===== config.mk =====
export PLATFORM = sky130hd
export DESIGN_NAME = adc_spi_reader
export DESIGN_NICKNAME = d
export VERILOG_FILES = /design/src/rtl/adc_pkg.sv /design/src/rtl/spi_sclk_gen.sv /design/src/rtl/adc_spi_reader.sv
export SDC_FILE = /design/constraint.sdc
export NUM_CORES = 1
export LEC_CHECK = 0
export CORE_AREA = 2 2 79 81
export CTS_BUF_LIST = sky130_fd_sc_hd__clkbuf_4
export DETAILED_ROUTE_END_ITERATION = 10
export DIE_AREA = 0 0 81 83
export MAX_ROUTING_LAYER = met4
export PLACE_DENSITY = 0.82
export SYNTH_ARGS = -nofsm -noshare
export SYNTH_HDL_FRONTEND = slang
export SYNTH_SLANG_ARGS = --single-unit

===== constraint.sdc =====
create_clock -name Clk -period 3.2 [get_ports Clk]
set_input_delay 0.8 -clock Clk [delete_from_list [all_inputs] [get_ports Clk]]
set_output_delay 0.8 -clock Clk [all_outputs]
set_load 0.02 [all_outputs]

===== src/rtl/adc_pkg.sv =====
// Shared types and defaults for the dual-channel ADC SPI capture front end.
// Holds the FSM state encoding, frame length and counter-sizing helpers.
package adc_pkg;

  localparam int unsigned FRAME_BITS        = 16;
  localparam int unsigned CLK_DIV_DEF       = 4;
  localparam int unsigned SAMPLE_PERIOD_DEF = 250;
  localparam int unsigned QUIET_CYC_DEF     = 8;

  typedef enum logic [1:0] {
    StIdle,
    StLead,
    StShift,
    StQuiet
  } adc_state_e;

  // Width of a counter running 0..n-1, never narrower than one bit.
  function automatic int unsigned cnt_w(input int unsigned n);
    return (n > 1) ? $clog2(n) : 1;
  endfunction

  // Frame bits above the sample field; any 1 there marks a bad frame.
  function automatic logic [FRAME_BITS-1:0] lead_mask(input int unsigned data_w);
    logic [FRAME_BITS-1:0] m;
    m = '0;
    for (int i = 0; i < FRAME_BITS; i++) begin
      if (i >= data_w) m[i] = 1'b1;
    end
    return m;
  endfunction

endpackage


===== src/rtl/spi_sclk_gen.sv =====
// SCLK generator: half-period counter plus toggle, idling high.
// rise/fall flag the cycle in which sclk is driven low->high / high->low.
module spi_sclk_gen
  import adc_pkg::*;
#(
  parameter int unsigned CLK_DIV = CLK_DIV_DEF
) (
  input  logic clk,
  input  logic rst,
  input  logic run,
  input  logic clr,
  output logic sclk,
  output logic rise,
  output logic fall
);

  localparam int unsigned CW = cnt_w(CLK_DIV);
  localparam logic [CW-1:0] CntMax = CW'(CLK_DIV - 1);

  logic [CW-1:0] cnt_q, cnt_d;
  logic          sclk_q, sclk_d;
  logic          wrap;

  assign wrap = run && (cnt_q == CntMax);
  assign rise = wrap && !sclk_q;
  assign fall = wrap && sclk_q;
  assign sclk = sclk_q;

  always_comb begin
    cnt_d  = cnt_q;
    sclk_d = sclk_q;
    // clr lets the owner park sclk high on the cycle a frame ends
    if (!run || clr) begin
      cnt_d  = '0;
      sclk_d = 1'b1;
    end else if (wrap) begin
      cnt_d  = '0;
      sclk_d = !sclk_q;
    end else begin
      cnt_d = cnt_q + 1'b1;
    end
  end

  always_ff @(posedge clk or posedge rst) begin
    if (rst) begin
      cnt_q  <= '0;
      sclk_q <= 1'b1;
    end else begin
      cnt_q  <= cnt_d;
      sclk_q <= sclk_d;
    end
  end

endmodule


===== src/rtl/adc_spi_reader.sv =====
// Dual-channel SPI capture for a pair of 12-bit serial ADCs with shared CS/SCLK.
// Periodically runs a 16-bit frame and presents both samples with a valid strobe.
module adc_spi_reader
  import adc_pkg::*;
#(
  parameter int unsigned CLK_DIV       = CLK_DIV_DEF,
  parameter int unsigned SAMPLE_PERIOD = SAMPLE_PERIOD_DEF,
  parameter int unsigned QUIET_CYC     = QUIET_CYC_DEF,
  parameter int unsigned DATA_W        = 12
) (
  input  logic              Clk,
  input  logic              Rst,
  input  logic              En,
  input  logic              Sdata0,
  input  logic              Sdata1,
  output logic              Cs_n,
  output logic              Sclk,
  output logic [DATA_W-1:0] data0,
  output logic [DATA_W-1:0] data1,
  output logic              valid,
  output logic              frame_err,
  output logic              overrun
);

  localparam int unsigned PW = cnt_w(SAMPLE_PERIOD);
  localparam int unsigned QW = cnt_w(QUIET_CYC);
  localparam int unsigned BW = cnt_w(FRAME_BITS);
  localparam logic [PW-1:0] PerMax   = PW'(SAMPLE_PERIOD - 1);
  localparam logic [QW-1:0] QuietMax = QW'(QUIET_CYC - 1);
  localparam logic [BW-1:0] BitMax   = BW'(FRAME_BITS - 1);
  localparam logic [FRAME_BITS-1:0] LeadMask = lead_mask(DATA_W);

  adc_state_e state_q, state_d;

  logic [PW-1:0]         per_q, per_d;
  logic [QW-1:0]         quiet_q, quiet_d;
  logic [BW-1:0]         bit_q, bit_d;
  logic [FRAME_BITS-1:0] sh0_q, sh0_d, sh1_q, sh1_d;
  logic [DATA_W-1:0]     data0_q, data0_d, data1_q, data1_d;
  logic                  cs_n_q, cs_n_d;
  logic                  valid_q, valid_d;
  logic                  err_q, err_d;
  logic                  ovr_q, ovr_d;

  logic tick;
  logic sclk_run, sclk_clr, sclk_rise, sclk_fall;

  assign tick     = (per_q == PerMax);
  assign per_d    = tick ? '0 : per_q + 1'b1;
  assign sclk_run = (state_q == StLead) || (state_q == StShift);

  // LEAD is simply the first high half-period; its falling edge starts SHIFT.
  spi_sclk_gen #(
    .CLK_DIV (CLK_DIV)
  ) u_sclk_gen (
    .clk  (Clk),
    .rst  (Rst),
    .run  (sclk_run),
    .clr  (sclk_clr),
    .sclk (Sclk),
    .rise (sclk_rise),
    .fall (sclk_fall)
  );

  always_comb begin
    state_d  = state_q;
    quiet_d  = quiet_q;
    bit_d    = bit_q;
    sh0_d    = sh0_q;
    sh1_d    = sh1_q;
    data0_d  = data0_q;
    data1_d  = data1_q;
    valid_d  = 1'b0;
    err_d    = 1'b0;
    sclk_clr = 1'b0;
    ovr_d    = tick && (state_q != StIdle);

    unique case (state_q)
      StIdle: begin
        if (tick && En) state_d = StLead;
      end
      StLead: begin
        if (sclk_fall) state_d = StShift;
      end
      StShift: begin
        if (sclk_rise) begin
          sh0_d = {sh0_q[FRAME_BITS-2:0], Sdata0};
          sh1_d = {sh1_q[FRAME_BITS-2:0], Sdata1};
        end
        // bit_q advances at the end of each high phase; the 16th ends the frame
        if (sclk_fall) begin
          if (bit_q == BitMax) begin
            state_d  = StQuiet;
            bit_d    = '0;
            sclk_clr = 1'b1;
            valid_d  = 1'b1;
            data0_d  = sh0_q[DATA_W-1:0];
            data1_d  = sh1_q[DATA_W-1:0];
            err_d    = |((sh0_q | sh1_q) & LeadMask);
          end else begin
            bit_d = bit_q + 1'b1;
          end
        end
      end
      StQuiet: begin
        if (quiet_q == QuietMax) begin
          state_d = StIdle;
          quiet_d = '0;
        end else begin
          quiet_d = quiet_q + 1'b1;
        end
      end
    endcase

    cs_n_d = !((state_d == StLead) || (state_d == StShift));
  end

  always_ff @(posedge Clk or posedge Rst) begin
    if (Rst) begin
      state_q <= StIdle;
      per_q   <= '0;
      quiet_q <= '0;
      bit_q   <= '0;
      sh0_q   <= '0;
      sh1_q   <= '0;
      data0_q <= '0;
      data1_q <= '0;
      cs_n_q  <= 1'b1;
      valid_q <= 1'b0;
      err_q   <= 1'b0;
      ovr_q   <= 1'b0;
    end else begin
      state_q <= state_d;
      per_q   <= per_d;
      quiet_q <= quiet_d;
      bit_q   <= bit_d;
      sh0_q   <= sh0_d;
      sh1_q   <= sh1_d;
      data0_q <= data0_d;
      data1_q <= data1_d;
      cs_n_q  <= cs_n_d;
      valid_q <= valid_d;
      err_q   <= err_d;
      ovr_q   <= ovr_d;
    end
  end

  assign Cs_n      = cs_n_q;
  assign data0     = data0_q;
  assign data1     = data1_q;
  assign valid     = valid_q;
  assign frame_err = err_q;
  assign overrun   = ovr_q;

endmodule


### Word level (Yosys, flattened, before mapping)

Cells that the tools add are included.
Widths: inputs -> output; s select.

| storage, ports and cells | value |
|---|---|
| input bits | 5 |
| flip-flop bits (word level) | 80 |
| bits in read-only memories | 0 |
| memories | 0 |
| bits in writable memories | 0 |
| latch bits | 0 |
| logic and storage cells | 65 |
| output and inout port bits | 29 |

| operators by class | value |
|---|---|
| $lt $le $gt $ge | 0 |
| reductions and logical operators | 18 |
| eq/ne operators | 9 |
| divide/modulo/power cells | 0 |
| add/sub/neg operators | 4 |
| $mul | 0 |
| shifts and indexed selects | 0 |
| bitwise logic cells | 1 |
| muxes and demuxes | 19 |

Operators by type and width:

| cell | count |
|---|---|
| $or 16x16->16 | 1 |
| $mux 2 | 7 |
| $add 8x1->8 const B | 1 |
| $eq 2x2->1 const B | 4 |
| $eq 8x8->1 const B | 1 |
| $mux 1 | 8 |
| $mux 8 | 1 |
| $pmux 2 s4 | 1 |
| $logic_and 1x1->1 | 5 |
| $add 4x1->4 const B | 1 |
| $eq 2x1->1 const B | 2 |
| $eq 4x4->1 const B | 1 |
| $mux 4 | 1 |
| $reduce_and 2->1 | 2 |
| $reduce_bool 2->1 | 2 |
| $reduce_or 4->1 | 1 |
| $add 3x1->3 const B | 1 |
| $eq 3x3->1 const B | 1 |
| $logic_not 1->1 | 3 |
| $logic_or 1x1->1 | 3 |
| $mux 3 | 1 |
| $reduce_and 3->1 | 1 |
| $add 2x1->2 const B | 1 |
| $logic_not 2->1 | 1 |

### Depth between registers and ports, before layout

Gate-level depths: netlist (run 1).

| logic depth | value |
|---|---|
| depth after elaboration | 9 |
| gate-level depth with buffers | 9 |
| mapped depth without buffers | 7 |

### Modules after synthesis

From an unflattened synthesis (run 1), not the netlist that was laid out.

| unflattened totals | value |
|---|---|
| cell total of the unflattened synthesis | 227 |
| area total of the unflattened synthesis | 3298.2 um^2 |

Modules (own cells, without submodules):

| module | area each (um^2) | sequential area each (um^2) | cells an instance | instances |
|---|---|---|---|---|
| adc_spi_reader | 3150.5 | 1928.1 | 215 | 1 |
| spi_sclk_gen | 147.6 | 76.3 | 12 | 1 |

### Worst setup path before layout (run 1)

OpenSTA, ideal clock, no wires.

| timing path | value |
|---|---|
| path kind | register to register |
| from | reg state_q[1] |
| to | reg data0_q[0] (netlist: data0[0]) |
| required time | 3.135 ns |
| data arrival time | 1.715 ns |
| setup slack | 1.420 ns |
| stages on the path, launching flop included | 10 |
| library setup time | 0.065 ns |
| cells stage by stage | dfrtp_1 > inv_1 > ha_1 > nand4_1 > or2_1 > buf_2 > inv_2 > buf_6 > nand2_1 > nand2_1 |

| on the way | value |
|---|---|
| word-level cells in the longest chain between the ends | 5 |
| elaborated cells between the ends (all ways) | 6 |
| those cells by class | eq/ne (2); reduce/logical (4) |

RTL lines:

| item | RTL line | RTL |
|---|---|---|
| start, declared | adc_spi_reader.sv:33 | `adc_state_e state_q, state_d;` |
| start signal, assigned | adc_spi_reader.sv:120 | `state_q <= StIdle;` |
| start signal, assigned | adc_spi_reader.sv:133 | `state_q <= state_d;` |
| $eq 2x1->1 / $eq 2x2->1 (equally long branches) | adc_spi_reader.sv:50, adc_spi_reader.sv:78 |  |
| $logic_or 1x1->1 | adc_spi_reader.sv:50 | `assign sclk_run = (state_q == StLead) \|\| (state_q == StShift);` |
| $logic_and 1x1->1 | spi_sclk_gen.sv:24 | `assign wrap = run && (cnt_q == CntMax);` |
| $logic_and 1x1->1 | spi_sclk_gen.sv:26 | `assign fall = wrap && sclk_q;` |
| $reduce_and 3->1 (no line) * | - |  |
| end signal, assigned | adc_spi_reader.sv:139 | `data0_q <= data0_d;` |
| end, declared | adc_spi_reader.sv:39 | `logic [DATA_W-1:0] data0_q, data0_d, data1_q, data1_d;` |

Every way passes the cells marked *; elsewhere a longest branch is shown, timed or not.
A chain may end at the register's enable or synchronous reset.

### Worst setup path after layout (run 1)

| timing path | value |
|---|---|
| from | reg u_sclk_gen.sclk_q (netlist: u_sclk_gen.sclk) |
| to | out Sclk |

RTL lines:

| item | RTL line | RTL |
|---|---|---|
| start, declared | spi_sclk_gen.sv:21 | `logic sclk_q, sclk_d;` |
| start signal, assigned | spi_sclk_gen.sv:50 | `sclk_q <= sclk_d;` |
| end, declared | adc_spi_reader.sv:17 | `output logic Sclk,` |

No word-level cell between the ends.

==> out/results.tsv, run 1 <==
metric	value	unit
status	complete, no violations	
p_comb_share	2.0	%
overflow	0	
cts_max_level	3	
arrival	1.63	ns
clockRootBuffer	clkbuf_4	
crit_buf_inv	1	
reg2reg_depth	7	
p_sw	0.0003706	W
die_h	83	µm
reg2reg_slack	0.97	ns
synth_seq_cells	80	
required	2.40	ns
initial_core_util	57.23	%
worst_setup_path_start_kind	flop	
hold_class	reg2reg	
dieArea	6723	µm²
grt_pass1_wl	9.963	mm
synthTopCellsByArea	dfrtp_1 (59%), mux2_2 (12%), nand2_1 (9.6%), ha_1 (3.8%), dfstp_2 (1.6%)	
internal_power	0.001347	W
yosysUniqueCellTypes	40	
holdCritStartpoint	u_sclk_gen.cnt_q[0]	
clk_pin_slew	0.11	ns
antenna_found_initial	0	
post-route-min-period	2.428	ns
slew_headroom	55.92	%
hold_violations	0	
synth_area	3328	µm²
ys_warn_count	0	
hold_path_depth	1	
drc	0	
fin_cells	407	
slowest_stage	clkdlybuf4s50_1	
track_usage	20.00	%
worst_path_dominant_cell_family	buffers and inverters	
dp_hpwl	3.927	mm
pwr_density_cell	441.5	nW/µm²
clockBufferDepth	2	
first_iter_violations	146	
critical_path_class	reg2out	
rsz0062_at_grt	false	
syn_nets	303	
hold_path_end	u_sclk_gen.cnt_q[0]	
post_cts_buffers	0	
synth-seq-area-share	60.23	%
synthArstFlopShare	100.0	%
crit_path_end_kind	output pin	
timing.rr.end	u_sclk_gen.cnt_q[1]	
grt_max_degree	36	
final.setup_skew	0.01881	ns
wirelength	5.751	mm
synth_top_area_share	58.65	%
vias	2154	
routedWlPerCell	14.13	µm
rows	28	
layout_commonest_cell	nand2_1	
timing.setup.tns	0	ns
place_congestion	0.8110	
viasPerCell	5.292	
die_width	81	µm
synth_edf_count	0	
ir_drop	0.2925	mV
tritoncts	yes	
power_leakage	1.885	nW
fmax	411.9	MHz
path_cells	clkdlybuf4s50_1	
cts_hold_buf	0	
crit_start	u_sclk_gen.sclk	
setup_violations	0	
cp_slowest_stage_delay	0.62	ns
area_growth	16.92	%
synthCells	288	
io_buffers	33	
tightestPinTransition	0.6562	ns
synth_flop_cell	dfrtp_1	
period_share	75.86	%
clockPowerShare	38.4	%
switching_share	21.57	%
final_nets	343	
dp_cells	392	
core-area	5816	µm²
firstDrtPassIters	4	
mostFrequentLayoutCells	nand2_1 (85), dfrtp_1 (78), mux2_2 (35)	
r2r-start	state_q[1]	
drive_gt1_share	19.28	%
antenna_left	0	
cts_resized	0	
synth_top_cell_by_area	dfrtp_1	
postSynthAreaPerCell	11.56	µm²
clk_latency	0.42	ns
path_max_fanout	7	
cts.sinks	80	
drv_cap	0	
ios	34	
seqPwrFrac	59.6	%
grt_pass1_vias	2154	
diodes	0	
report.final.slew_viol_count	0	
numCtsBuffers	9	
## cell usage after synthesis, types with 2 or more instances
cell type and number:
buf_6 2, dfstp_2 2, nand4_1 3, xnor2_1 2, mux2_2 35, ha_1 10
nor4_1 3, nor2_1 9, o21ai_0 8, a21oi_1 6, nand3_1 6, nand2_1 85
inv_1 7, dfrtp_1 78, xor2_1 2, buf_2 6
## area by class of cell
cell class | count | area, µm²
fillers | 445 | 1924
repair buffers | 38 | 367.9
well taps | 75 | 93.84
inverters | 8 | 31.28
multi-input cells | 191 | 1234
flip-flops and latches | 80 | 2004
clock buffers | 9 | 67.56
clock inverters | 6 | 92.59
## flip-flops by register name (all words and copies together), names as in the netlist, 2 cells and up
signal / count
per_q: 8
data0: 12
sh0_q: 16
quiet_q: 3
data1: 12
state_q: 2
sh1_q: 16
u_sclk_gen.cnt_q: 2
bit_q: 4
## power groups by stage
stage                     registers [W]  clock network [W]  logic [W]
after floorplan                 0.00104                  0  0.0000217
after global placement          0.00104                  0  0.0000349
after detailed placement        0.00104                  0  0.0000362
after CTS                       0.00102           0.000675  0.0000364
after global routing            0.00103           0.000717  0.0000402
final                           0.00102           0.000659  0.0000346
## how the worst max path moves through the flow
stage / to / slack (ns) / cells after the start
finish: Sclk / 0.77 / 1
global placement: Cs_n / 1.02 / 5
detailed placement: Cs_n / 0.97 / 5
floorplan: bit_q[0] / 0.35 / 1
global route: Sclk / 0.71 / 1
CTS: Sclk / 0.74 / 1
## kinds of logic after synthesis
logic type | Yosys count | share of synthesized area [%]
flip-flops | 80 | 60.23
XOR/XNOR | 4 | 1.053
adder cells (fa/ha/maj) | 10 | 3.759
buffers and inverters | 17 | 2.707
multiplexers | 36 | 12.14
AND/OR/NAND/NOR | 116 | 14.93
AO/OA/AOI/OAI | 25 | 5.188
## routing by layer
metal / vias up / wire length, µm / track usage (%)
met4: 0 / 168 / 11.71
met2: 29 / 2831 / 29.68
li1: 1053 / - / -
met1: 1058 / 2624 / 25.65
met3: 14 / 126 / 3.587
met5: - / 0 / -
## stage by stage
stage | hold slack [ns] | total power (W) | cell area (µm²) | worst slack (ns) | utilization, %
2_1_floorplan | 0.4109 | 0.001063 | 3328 | 0.3516 | -
3_3_place_gp | 0.4416 | 0.001078 | 3731 | 1.020 | 64.16
3_5_place_dp | 0.4370 | 0.001080 | 3731 | 0.9721 | 64.16
4_1_cts | 0.4570 | 0.001736 | 3891 | 0.7400 | 66.91
5_1_grt | 0.4706 | 0.001783 | 3891 | 0.7141 | 66.91
6_report | 0.4560 | 0.001718 | 3891 | 0.7725 | 66.91
(Power assumes the default switching activity.)
==> inputs of run 2 (changes only) <==
--- a/config.mk
+++ b/config.mk
@@ -5,12 +5,12 @@
 export SDC_FILE = /design/constraint.sdc
 export NUM_CORES = 1
 export LEC_CHECK = 0
-export CORE_AREA = 2 2 79 81
+export CORE_AREA = 2 2 83 85
 export CTS_BUF_LIST = sky130_fd_sc_hd__clkbuf_4
 export DETAILED_ROUTE_END_ITERATION = 10
-export DIE_AREA = 0 0 81 83
+export DIE_AREA = 0 0 85 87
 export MAX_ROUTING_LAYER = met4
-export PLACE_DENSITY = 0.82
+export PLACE_DENSITY = 0.78
 export SYNTH_ARGS = -nofsm -noshare
 export SYNTH_HDL_FRONTEND = slang
 export SYNTH_SLANG_ARGS = --single-unit
==> constraint.sdc (replaced) <==
create_clock -name Clk -period 2.03 [get_ports Clk]
set_input_delay 0.5075 -clock Clk [delete_from_list [all_inputs] [get_ports Clk]]
set_output_delay 0.5075 -clock Clk [all_outputs]
set_load 0.02 [all_outputs]
==> run 2 against run 1 <==
  * Clock skew increased by 0.0059 ns
  * Non-clock buffer count increased by 4
  * Count of clock-buffer cells in the layout stayed put
  * Critical path depth did not move
  * Die area increased by 10%
  * Via count rose by 1.9%
  * Worst hold slack lost 0.042 ns
  * Setup slack got worse by 0.69 ns
  * First-iteration DRC count down 15%
  * Combinational power increased by 86%
  * Routed wire length increased by 1.6%
==> out/results.tsv, run 2 (synthesis results as in run 1) <==
metric	value	unit	change
critical_path_class	reg2out		
track_usage	18.15	%	-1.9 points
grt_max_degree	33		-8.3%
die_width	85	µm	+4.9%
slew_headroom	54.61	%	-1.3 points
worst_slack	0.08578	ns	-0.6867 ns
worst_path_dominant_cell_family	buffers and inverters		
crit_buf_inv	1		unchanged
drc	0		unchanged
core-area	6569	µm²	+13%
diodes	0		unchanged
arrival	1.44	ns	-0.19 ns
post-route-min-period	1.944	ns	
dp_cells	401		+2.3%
final_nets	347		+1.2%
fin_cells	416		+2.2%
rows	30		+7.1%
grt_pass1_vias	2215		+2.8%
dieArea	7395	µm²	+10%
dp_hpwl	3.920	mm	-0.19%
clk_pin_slew	0.13	ns	+0.02 ns
cp_slowest_stage_delay	0.62	ns	about the same
routedWlPerCell	14.04	µm	-0.63%
report.final.slew_viol_count	0		unchanged
pwr_density_cell	715.4	nW/µm²	+62%
vias	2195		+1.9%
busiest_layer	met2		
cts.sinks	80		unchanged
grt_pass1_wl	10.02	mm	+0.55%
initial_core_util	50.67	%	-6.6 points
tritoncts	yes		
pre_cts_ws	0.07035	ns	-0.9017 ns
cts_max_level	3		unchanged
overflow	0		unchanged
antenna_found_initial	0		unchanged
first_iter_violations	124		-15%
clockBufferDepth	2		unchanged
period_share	95.77	%	
power_leakage	1.940	nW	+2.9%
timing.setup.tns	0	ns	unchanged
use_met3	4.455	%	+0.87 points
path_max_fanout	2		-5
firstDrtPassIters	4		unchanged
final_area	4003	µm²	+2.9%
status	complete, no violations		
slowest_stage	clkdlybuf4s50_1		
ir_drop	0.4069	mV	+39%
drv_cap	0		unchanged
rsz0062_at_grt	false		
layout_commonest_cell	nand2_1		
hold_class	in2async		
io_buffers	33		unchanged
final.setup_skew	0.02471	ns	+0.005898 ns
use_met1	21.55	%	-4.1 points
setup_violations	0		unchanged
place_congestion	0.8810		+8.6%
tightestPinTransition	0.6756	ns	+0.01938 ns
met2_usage	28.69	%	-0.98 points
top_regs	sh0_q (16), sh1_q (16)		
worst_setup_path_start_kind	flop		
ios	34		unchanged
wirelength	5.841	mm	+1.6%
numCtsBuffers	9		unchanged
viasPerCell	5.276		-0.30%
antenna_left	0		unchanged
final_core_util	60.93	%	-6.0 points
drive_gt1_share	20.54	%	+1.3 points
mostFrequentLayoutCells	nand2_1 (85), dfrtp_1 (78), mux2_2 (35)		
placed_area	3807	µm²	+2.0%
cts_hold_buf	0		unchanged
die_h	87	µm	+4.8%
clockRootBuffer	clkbuf_4		
hold_violations	0		unchanged
clk_latency	0.43	ns	about the same
area_growth	20.26	%	
required	1.52	ns	-0.88 ns
path_cells	clkdlybuf4s50_1		
crit_path_end_kind	output pin		
fmax	514.3	MHz	
-- run 2: cell types whose count changed in the layout (fill, tap and decap cells not counted), sizes merged --
| cell | delta |
|---|---|
| clkinv | -2 |
| buf | +4 |
| bufinv | +1 |
| dlygate4sd2 | +2 |
| inv | +1 |
| clkdlybuf4s50 | -2 |
-- run 2: repair_timing --
item | CTS | global route
setup buffers | 0 | 0
endpoints found under the hold margin | 0 | 0
setup endpoints to repair | 2 | 26
gates resized for setup | 2 | 3
cloned | 0 | 0
-- run 2: where the power goes --
part	switching, W	total (W)	internal, W
combinational	0.0000370	0.0000644	0.0000275
sequential	0.00000891	0.00161	0.00161
clock	0.000559	0.00118	0.000625
-- run 2: worst paths after layout --
path	from	endpoint	slack [ns]	cells after the start
worst min-delay path	Rst	frame_err	0.41	2
worst max-delay path	data0[5]	data0[5]	0.09	1
max in group asynchronous	Rst	Cs_n	1.12	3
worst max register to register	state_q[0]	frame_err	0.17	6
worst min register to register	u_sclk_gen.cnt_q[0]	u_sclk_gen.cnt_q[0]	0.44	1
min in group Clk	u_sclk_gen.cnt_q[0]	u_sclk_gen.cnt_q[0]	0.44	1
-- run 2: layout make-up --
class                   count  area (µm²)
flip-flops and latches     80        2004
clock buffers               9       67.56
clock inverters             6       115.1
repair buffers             42       432.9
multi-input cells         191        1246
well taps                  80       100.1
fillers                   538        2566
inverters                   8       36.28
-- run 2: metrics by stage --
step / hold WS, ns / power (W)
final: 0.4139 / 0.002864
after CTS: 0.3996 / 0.002891
after global routing: 0.3987 / 0.002977
after detailed placement: 0.4300 / 0.001712
after floorplan: 0.4109 / 0.001677
after global placement: 0.4319 / 0.001709
-- run 2: routing by layer --
metal	vias to the layer above	wire [µm]
met5	-	0
met1	1073	2568
met2	38	2987
met4	0	113
li1	1069	-
met3	15	171
